===== src/rtl/key_event_queue_pkg.sv =====
// key_evt_pkg: shared widths, key vector/code types and priority helpers for the key event queue.
package key_evt_pkg;
    localparam int NKEYS  = 6;
    localparam int CODE_W = 3;
    localparam int DEPTH  = 8;
    typedef logic [NKEYS-1:0]  key_vec_t;
    typedef logic [CODE_W-1:0] key_code_t;
    function automatic key_vec_t lsb_onehot(input key_vec_t v);
        return v & (~v + key_vec_t'(1));
    endfunction
    function automatic key_code_t onehot2code(input key_vec_t v);
        key_code_t c = '0;
        for (int i = 0; i < NKEYS; i++) c |= v[i] ? key_code_t'(i) : '0;
        return c;
    endfunction
endpackage


===== src/rtl/key_event_queue_if.sv =====
// key_event_queue_if: valid/ready event port carrying key codes from the queue to its consumer.
interface key_event_queue_if
    import key_evt_pkg::*;
();
    logic      evt_valid;
    logic      evt_ready;
    key_code_t evt_code;
    modport master (output evt_valid, output evt_code, input evt_ready);
    modport slave (input evt_valid, input evt_code, output evt_ready);
endinterface


===== src/rtl/key_event_queue_fifo.sv =====
// key_evt_fifo: first-word-fall-through FIFO with occupancy count; head reads as zero when empty.
module key_evt_fifo #(
    parameter int DEPTH = 8,
    parameter int W = 3,
    localparam int AW = $clog2(DEPTH),
    localparam int CW = $clog2(DEPTH + 1)
) (
    input  logic          clk,
    input  logic          rst,
    input  logic          push,
    input  logic          pop,
    input  logic [W-1:0]  din,
    output logic          valid,
    output logic          full,
    output logic [W-1:0]  dout,
    output logic [CW-1:0] count
);
    logic [W-1:0]  mem [DEPTH];
    logic [AW-1:0] wptr, rptr;
    always_ff @(posedge clk) begin
        if (rst) begin
            wptr  <= '0;
            rptr  <= '0;
            count <= '0;
        end else begin
            if (push) wptr <= wptr + AW'(1);
            if (pop) rptr <= rptr + AW'(1);
            count <= count + CW'(push) - CW'(pop);
        end
    end
    always_ff @(posedge clk) if (push) mem[wptr] <= din;
    assign valid = count != '0;
    assign full  = count == CW'(DEPTH);
    assign dout  = valid ? mem[rptr] : '0;
endmodule


===== src/rtl/key_event_queue.sv =====
// key_event_queue: serialises key press pulses lowest-index first into a FIFO of key codes,
// with a sticky overflow flag for coalesced presses and a toggle-per-press LED vector.
module key_event_queue
    import key_evt_pkg::*;
#(
    parameter int DEPTH = key_evt_pkg::DEPTH,
    localparam int CW = $clog2(DEPTH + 1)
) (
    input  logic                clk,
    input  logic                rst,
    input  key_vec_t            key_pulse,
    key_event_queue_if.master   evt,
    output logic [CW-1:0]       evt_count,
    output logic                overflow,
    input  logic                ovf_clr,
    output key_vec_t            led_state
);
    key_vec_t pending, grant;
    logic     pop, push, full;
    assign pop   = evt.evt_valid & evt.evt_ready;
    // a pop frees a slot in the same cycle, so a full queue can still accept a grant
    assign grant = (!full || pop) ? lsb_onehot(pending) : '0;
    assign push  = |grant;
    always_ff @(posedge clk) begin
        if (rst) begin
            pending   <= '0;
            overflow  <= 1'b0;
            led_state <= '0;
        end else begin
            pending   <= (pending & ~grant) | key_pulse;
            overflow  <= (|(key_pulse & pending & ~grant)) | (overflow & ~ovf_clr);
            led_state <= led_state ^ key_pulse;
        end
    end
    key_evt_fifo #(.DEPTH(DEPTH), .W(CODE_W)) u_fifo (
        .clk   (clk),
        .rst   (rst),
        .push  (push),
        .pop   (pop),
        .din   (onehot2code(grant)),
        .valid (evt.evt_valid),
        .full  (full),
        .dout  (evt.evt_code),
        .count (evt_count)
    );
endmodule


===== src/flat_wrapper.sv =====
// flat-port wrapper written by rule: the top's interface ports become plain ports
module key_event_queue_flat import key_evt_pkg::*;
#(
    parameter int DEPTH = key_evt_pkg::DEPTH,
    localparam int CW = $clog2(DEPTH + 1)
)
  (clk, rst, key_pulse, evt_count, overflow, ovf_clr, led_state, evt_evt_valid, evt_evt_code, evt_evt_ready);
  key_event_queue_if evt_i ();
  input  logic clk;
  input  logic rst;
  input  key_vec_t key_pulse;
  output logic [CW-1:0] evt_count;
  output logic overflow;
  input  logic ovf_clr;
  output key_vec_t led_state;
  output wire logic [$bits(evt_i.evt_valid)-1:0] evt_evt_valid;
  output wire logic [$bits(evt_i.evt_code)-1:0] evt_evt_code;
  input wire logic [$bits(evt_i.evt_ready)-1:0] evt_evt_ready;
  assign evt_evt_valid = evt_i.evt_valid;
  assign evt_evt_code = evt_i.evt_code;
  assign evt_i.evt_ready = evt_evt_ready;
  key_event_queue #(.DEPTH(DEPTH)) u_core (.clk(clk), .rst(rst), .key_pulse(key_pulse), .evt(evt_i), .evt_count(evt_count), .overflow(overflow), .ovf_clr(ovf_clr), .led_state(led_state));
endmodule

===== config.mk =====
export PLATFORM = sky130hd
export DESIGN_NAME = key_event_queue_flat
export DESIGN_NICKNAME = d
export VERILOG_FILES = /design/src/rtl/key_event_queue_pkg.sv /design/src/rtl/key_event_queue_if.sv /design/src/rtl/key_event_queue_fifo.sv /design/src/rtl/key_event_queue.sv /design/src/flat_wrapper.sv
export SDC_FILE = /design/constraint.sdc
export NUM_CORES = 1
export LEC_CHECK = 0
export BUFFER_PORTS_ARGS = -buffer_cell sky130_fd_sc_hd__buf_2
export CORE_AREA = 2 2 77 79
export DETAILED_ROUTE_END_ITERATION = 16
export DIE_AREA = 0 0 79 81
export REMOVE_ABC_BUFFERS = 1
export SETUP_SLACK_MARGIN = 0.15
export SYNTH_ARGS = -nofsm -noshare
export SYNTH_HDL_FRONTEND = slang
export SYNTH_HIERARCHICAL = 1
export SYNTH_SLANG_ARGS = --single-unit

===== constraint.sdc =====
create_clock -name clk -period 6.79 [get_ports clk]
set_input_delay 2.037 -clock clk [delete_from_list [all_inputs] [get_ports clk]]
set_output_delay 2.037 -clock clk [all_outputs]
set_load 0.01 [all_outputs]

* Yosys cells after proc, flatten, opt, wreduce, memory -nomap -nowiden
Memories as Yosys holds them, arrays and structs flattened. A register that Yosys moved wholly into a read port is not among the register bits.
Index checks and enable logic that the tools add are counted.
** Storage, ports and cells
- Flip-flop bits (word level) :: 23
- Memory bits (writable) :: 24
- Input bits :: 10
- Output and inout bits :: 15
- Word-level logic and storage cells :: 45
- Memories :: 1
** Operators by class
- Add/subtract/negate cells :: 5
- Equal/unequal tests :: 1
- Muxes and demuxes :: 11
- Bitwise gates (word level) :: 16
- Reductions and logical operators :: 5
** Memories
- u_core.u_fifo.mem :: depth 8, width 3, rd ports 1, clocked after memory_dff 1, write ports 1, line key_event_queue_fifo.sv:18 : logic [W-1:0] mem [DEPTH];
** Operators by type and width (number)
- $and 6x6->6 :: 4
- $mux 3 :: 5
- $not 6->6 :: 2
- $or 3x3->3 :: 4
- $reduce_or 6->1 :: 2
- $add 3x1->3 const B :: 2
- $add 6x1->6 const B :: 1
- $mux 6 :: 1
- $or 6x6->6 :: 1
- $xor 6x6->6 :: 1
- $add 4x1->4 :: 1
- $eq 4x4->1 const B :: 1
- $mux 2 :: 2
- $reduce_bool 4->1 :: 1
- $sub 4x1->4 :: 1
- $mux 1 :: 3
- $and 1x1->1 :: 2
- $logic_not 1->1 :: 1
- $logic_or 1x1->1 :: 1
- $not 1->1 :: 1
- $or 1x1->1 :: 1

* Logic depth before layout (Yosys ltp)
- Word-level depth :: 9
- Gate-level depth with buffers :: 12
- Mapped depth without buffers :: 12

* Hierarchy
Netlist, hierarchy kept.
** Modules (own cells, without submodules)
- key_evt_fifo :: instances 1, cells an instance 122, area an instance 1575.3 µm², seq. area each 980.9 µm²
- key_event_queue :: instances 1, cells an instance 70, area an instance 610.6 µm², seq. area each 260.2 µm²

* Worst setup path after synthesis
OpenSTA, ideal clock, no wires.
- Kind :: input to register
- From :: in evt_evt_ready
- To :: reg u_core.u_fifo.count[2]
- Setup time :: 0.128 ns
- Arrival time :: 3.474 ns
- Required time :: 6.662 ns
- Setup slack :: 3.188 ns
- Cell stages on the path :: 8
- Buffers on the path :: 1
- Path through :: a21boi_0 > buf_4 > nor2_1 > ha_1 > inv_1 > fa_1 > xor2_1 > nor2_1
** Between the ends
- Cells in the longest elaborated chain, start to end :: 6
** Ends and longest elaborated chain
- start: declaration :: line flat_wrapper.sv:18 : input wire logic [$bits(evt_i.evt_ready)-1:0] evt_evt_ready;
- $and 1x1->1 :: line key_event_queue.sv:20 : assign pop = evt.evt_valid & evt.evt_ready;
- $logic_or 1x1->1 :: line key_event_queue.sv:22 : assign grant = (!full || pop) ? lsb_onehot(pending) : '0;
- $mux 6 :: line key_event_queue.sv:22
- $reduce_or 6->1 :: line key_event_queue.sv:23 : assign push = |grant;
- net u_core.push :: line key_event_queue.sv:19 : logic pop, push, full;
- $add 4x1->4 :: line key_event_queue_fifo.sv:28 : count <= count + CW'(push) - CW'(pop);
- $sub 4x1->4 :: line key_event_queue_fifo.sv:28
- end signal: assignment :: line key_event_queue_fifo.sv:28
- end: declaration :: line key_event_queue_fifo.sv:16 : output logic [CW-1:0] count
The timed path passes the listed nets, and every way through them passes these cells.
A chain may end at the register's enable or synchronous reset.

==> metrics.md <==
| Metric | Value |
|---|---|
| Final hold vios | `0` |
| F_max | `258 MHz` |
| Die width | `79 µm` |
| Starting Density | `38.5%` |
| Status | `complete, no violations` |
| Static Leak | `0.988 nW` |
| Worst Tran Pin Value | `0.997 ns` |
| Number of buffers created by CTS | `5` |
| Root buffer cell | `clkbuf_8` |
| Placed Cells incl. Taps | `287` |
| Post-Syn Area per Cell | `11.4 µm²` |
| Commonest non-fill, non-tap cell in the layout | `nor2_1` |
| Routed via count | `1407` |
| Starting DRT DRC Count | `83` |
| Drt wl/cell | `12.2 µm` |
| Pwr Density | `386 mW/mm²` |
| Setup violators final | `0` |
| DP HPWL | `2630 µm` |
| DR vias/cell | `4.77` |
| Max-slew headroom | `33.1%` |
| I/O pin count | `25` |
| Nature of the critical path endpoint | `output pin` |
| Tot GR Track Use | `12.6%` |
| Ant. Diodes | `0` |
| Largest net degree at the start of global routing | `26` |
| Max-cap violations | `0` |
| Critical path arrival | `1.83 ns` |
| Yosys warns | `6` |
| Unrepaired setup endpoints after global routing | `no` |
| CTS max path bufs | `2` |
| Initial antenna violation count | `0` |
| DRC viols | `0` |
| CTS Sinks | `50` |
| Hold-fix buffers, CTS | `0` |
| Seq cells post-synth | `50` |
| Fin cells | `295` |
| Vias in the first global route | `1332` |
| Fin. max-slew vios | `0` |
| Worst-path clk slew | `0.08 ns` |
| FP Rows | `28` |
| Post-CTS Setup Repair Bufs | `0` |
| Post-DRT Antenna Nets | `0` |
| Port Buffers | `24` |
| Synth Cell Area | `0.00219 mm²` |
| Layout Nets | `238` |
| Die area | `0.00640 mm²` |
| DRT Pass-1 Iters | `4` |
| TNS Setup | `0 ns` |
| Min-Delay Path Class | `flop to flop` |
| Clock Latency Late Sink | `0.30 ns` |
| Kind of critical path | `flop to output pin` |
| Layout cell share with drive strength beyond 1 | `17.3%` |
| CTS tree | `done` |
| Tmin final | `3.87 ns` |
| DP Area | `0.00237 mm²` |
| Core ar. | `0.00568 mm²` |
| Layout area overhead | `14.9%` |
| CP Max Fanout | `12` |
| Post-route clock skew | `0.00776 ns` |
| Maximum VDD drop | `0.000128 V` |
| Post_cts resized | `0` |
| Unique masters post-synth | `39` |
| First-pass GRT wire length | `6230 µm` |
| WP data required | `4.75 ns` |
| Tcrit/Tclk final | `57.0%` |
| Synthesized instance count | `192` |
| Sequential area share after synthesis | `56.8%` |
| H-tree Lvls | `2` |
| RePlAce Congestion | `0.735` |
| Grt total ovfl | `0` |
| Most frequent cells in the layout | `27 x nor2_1, 26 x dfxtp_1, 24 x buf_2, 24 x edfxtp_1` |
| Total Power | `0.969 mW` |
| Routed WL | `3610 µm` |
| CP Launch Type | `flop` |
| Die Y | `81 µm` |
| Post-route cell area | `0.00251 mm²` |
cells in the mapped netlist:
master | n | area (µm²)
mux2i_1 | 14 | 140
a21oi_1 | 7 | 35.0
o2bb2ai_1 | 1 | 8.76
and2_1 | 1 | 6.26
ha_1 | 8 | 100
a22oi_1 | 4 | 30.0
buf_4 | 1 | 7.51
dfxtp_1 | 26 | 521
nand2_1 | 8 | 30.0
o21bai_1 | 1 | 7.51
a41oi_1 | 1 | 8.76
a21boi_0 | 1 | 7.51
or4_4 | 1 | 11.3
nand2b_1 | 3 | 18.8
mux2_2 | 1 | 11.3
xnor2_1 | 8 | 70.1
o31ai_2 | 1 | 12.5
a2bb2oi_1 | 1 | 8.76
and3_1 | 2 | 12.5
o31ai_1 | 1 | 7.51
o311ai_0 | 1 | 8.76
nor3_1 | 6 | 30.0
nand3_1 | 3 | 15.0
clkbuf_1 | 2 | 7.51
a22o_2 | 1 | 10.0
edfxtp_1 | 24 | 721
nor2_1 | 27 | 101
nor2b_1 | 6 | 37.5
o21ai_0 | 3 | 15.0
xor2_1 | 3 | 26.3
inv_1 | 14 | 52.6
and4_1 | 3 | 26.3
nor3b_1 | 1 | 7.51
a21o_1 | 1 | 7.51
buf_6 | 2 | 22.5
or2_2 | 1 | 6.26
fa_1 | 1 | 20.0
a311oi_1 | 1 | 8.76
a211oi_1 | 1 | 7.51
critical path, cell delays in order (launching register included):
cell,delay [ns]
dfxtp_1,0.75
mux2i_1,0.34
a22oi_1,0.10
and4_1,0.21
buf_2,0.13
sequential cells by signal, summed over array words and instances (netlist names), named ones only:
| signal | cells |
|---|---|
| u_core/u_fifo/wptr | 3 |
| u_core/led_state | 6 |
| u_core/u_fifo/rptr | 3 |
| u_core/u_fifo/count | 4 |
| u_core/u_fifo/mem | 24 |
| u_core/overflow | 1 |
| u_core/pending | 6 |
where the power goes:
part           leakage (nW)  switching [mW]  internal [mW]
Combinational         0.477           0.155          0.138
Sequential            0.440          0.0453          0.383
Clock                0.0714          0.0906          0.157
per-layer routing:
layer	global-route usage, %	wire (µm)	vias up
li1	-	-	723
met1	16.6	1790	656
met2	20.4	1650	23
met3	2.33	117	5
met4	5.52	49	0
met5	0	0	-
per-stage QoR:
stage	hold WS, ns	util, %	setup slack [ns]
3_3_place_gp	0.487	41.8	3.05
2_1_floorplan	0.485	-	2.69
6_report	0.516	44.3	2.92
3_5_place_dp	0.497	41.8	3.01
5_1_grt	0.542	44.3	2.82
4_1_cts	0.521	44.3	2.90
worst paths after layout:
path / cells past startpoint / start / end / slack [ns]
max reg2reg: 12 / u_core/u_fifo/count[2]$_SDFF_PP0_ / u_core/u_fifo/count[2]$_SDFF_PP0_ / 4.21
min reg2reg: 2 / u_core/led_state[5]$_SDFF_PP0_ / u_core/led_state[5]$_SDFF_PP0_ / 0.52
max: 4 / flop / evt_evt_code[2] / 2.92
min: 2 / u_core/led_state[5]$_SDFF_PP0_ / u_core/led_state[5]$_SDFF_PP0_ / 0.52
cell type report:
class | instances | area [µm²]
clock buffers | 6 | 82.6
clock inverters | 2 | 60.1
fillers | 572 | 3160
inverters | 14 | 52.6
multi-input cells | 123 | 855
flip-flops and latches | 50 | 1240
well taps | 75 | 93.8
repair buffers | 25 | 128
cells by family after synthesis:
family	synth area share, %
buffers and inverters	4.12
multiplexers	6.93
XOR/XNOR	4.41
adder cells (fa/ha/maj)	5.50
AO/OA/AOI/OAI	8.42
flip-flops	56.8
AND/OR/NAND/NOR	13.9
No activity file was read; power rests on OpenSTA's default activity.
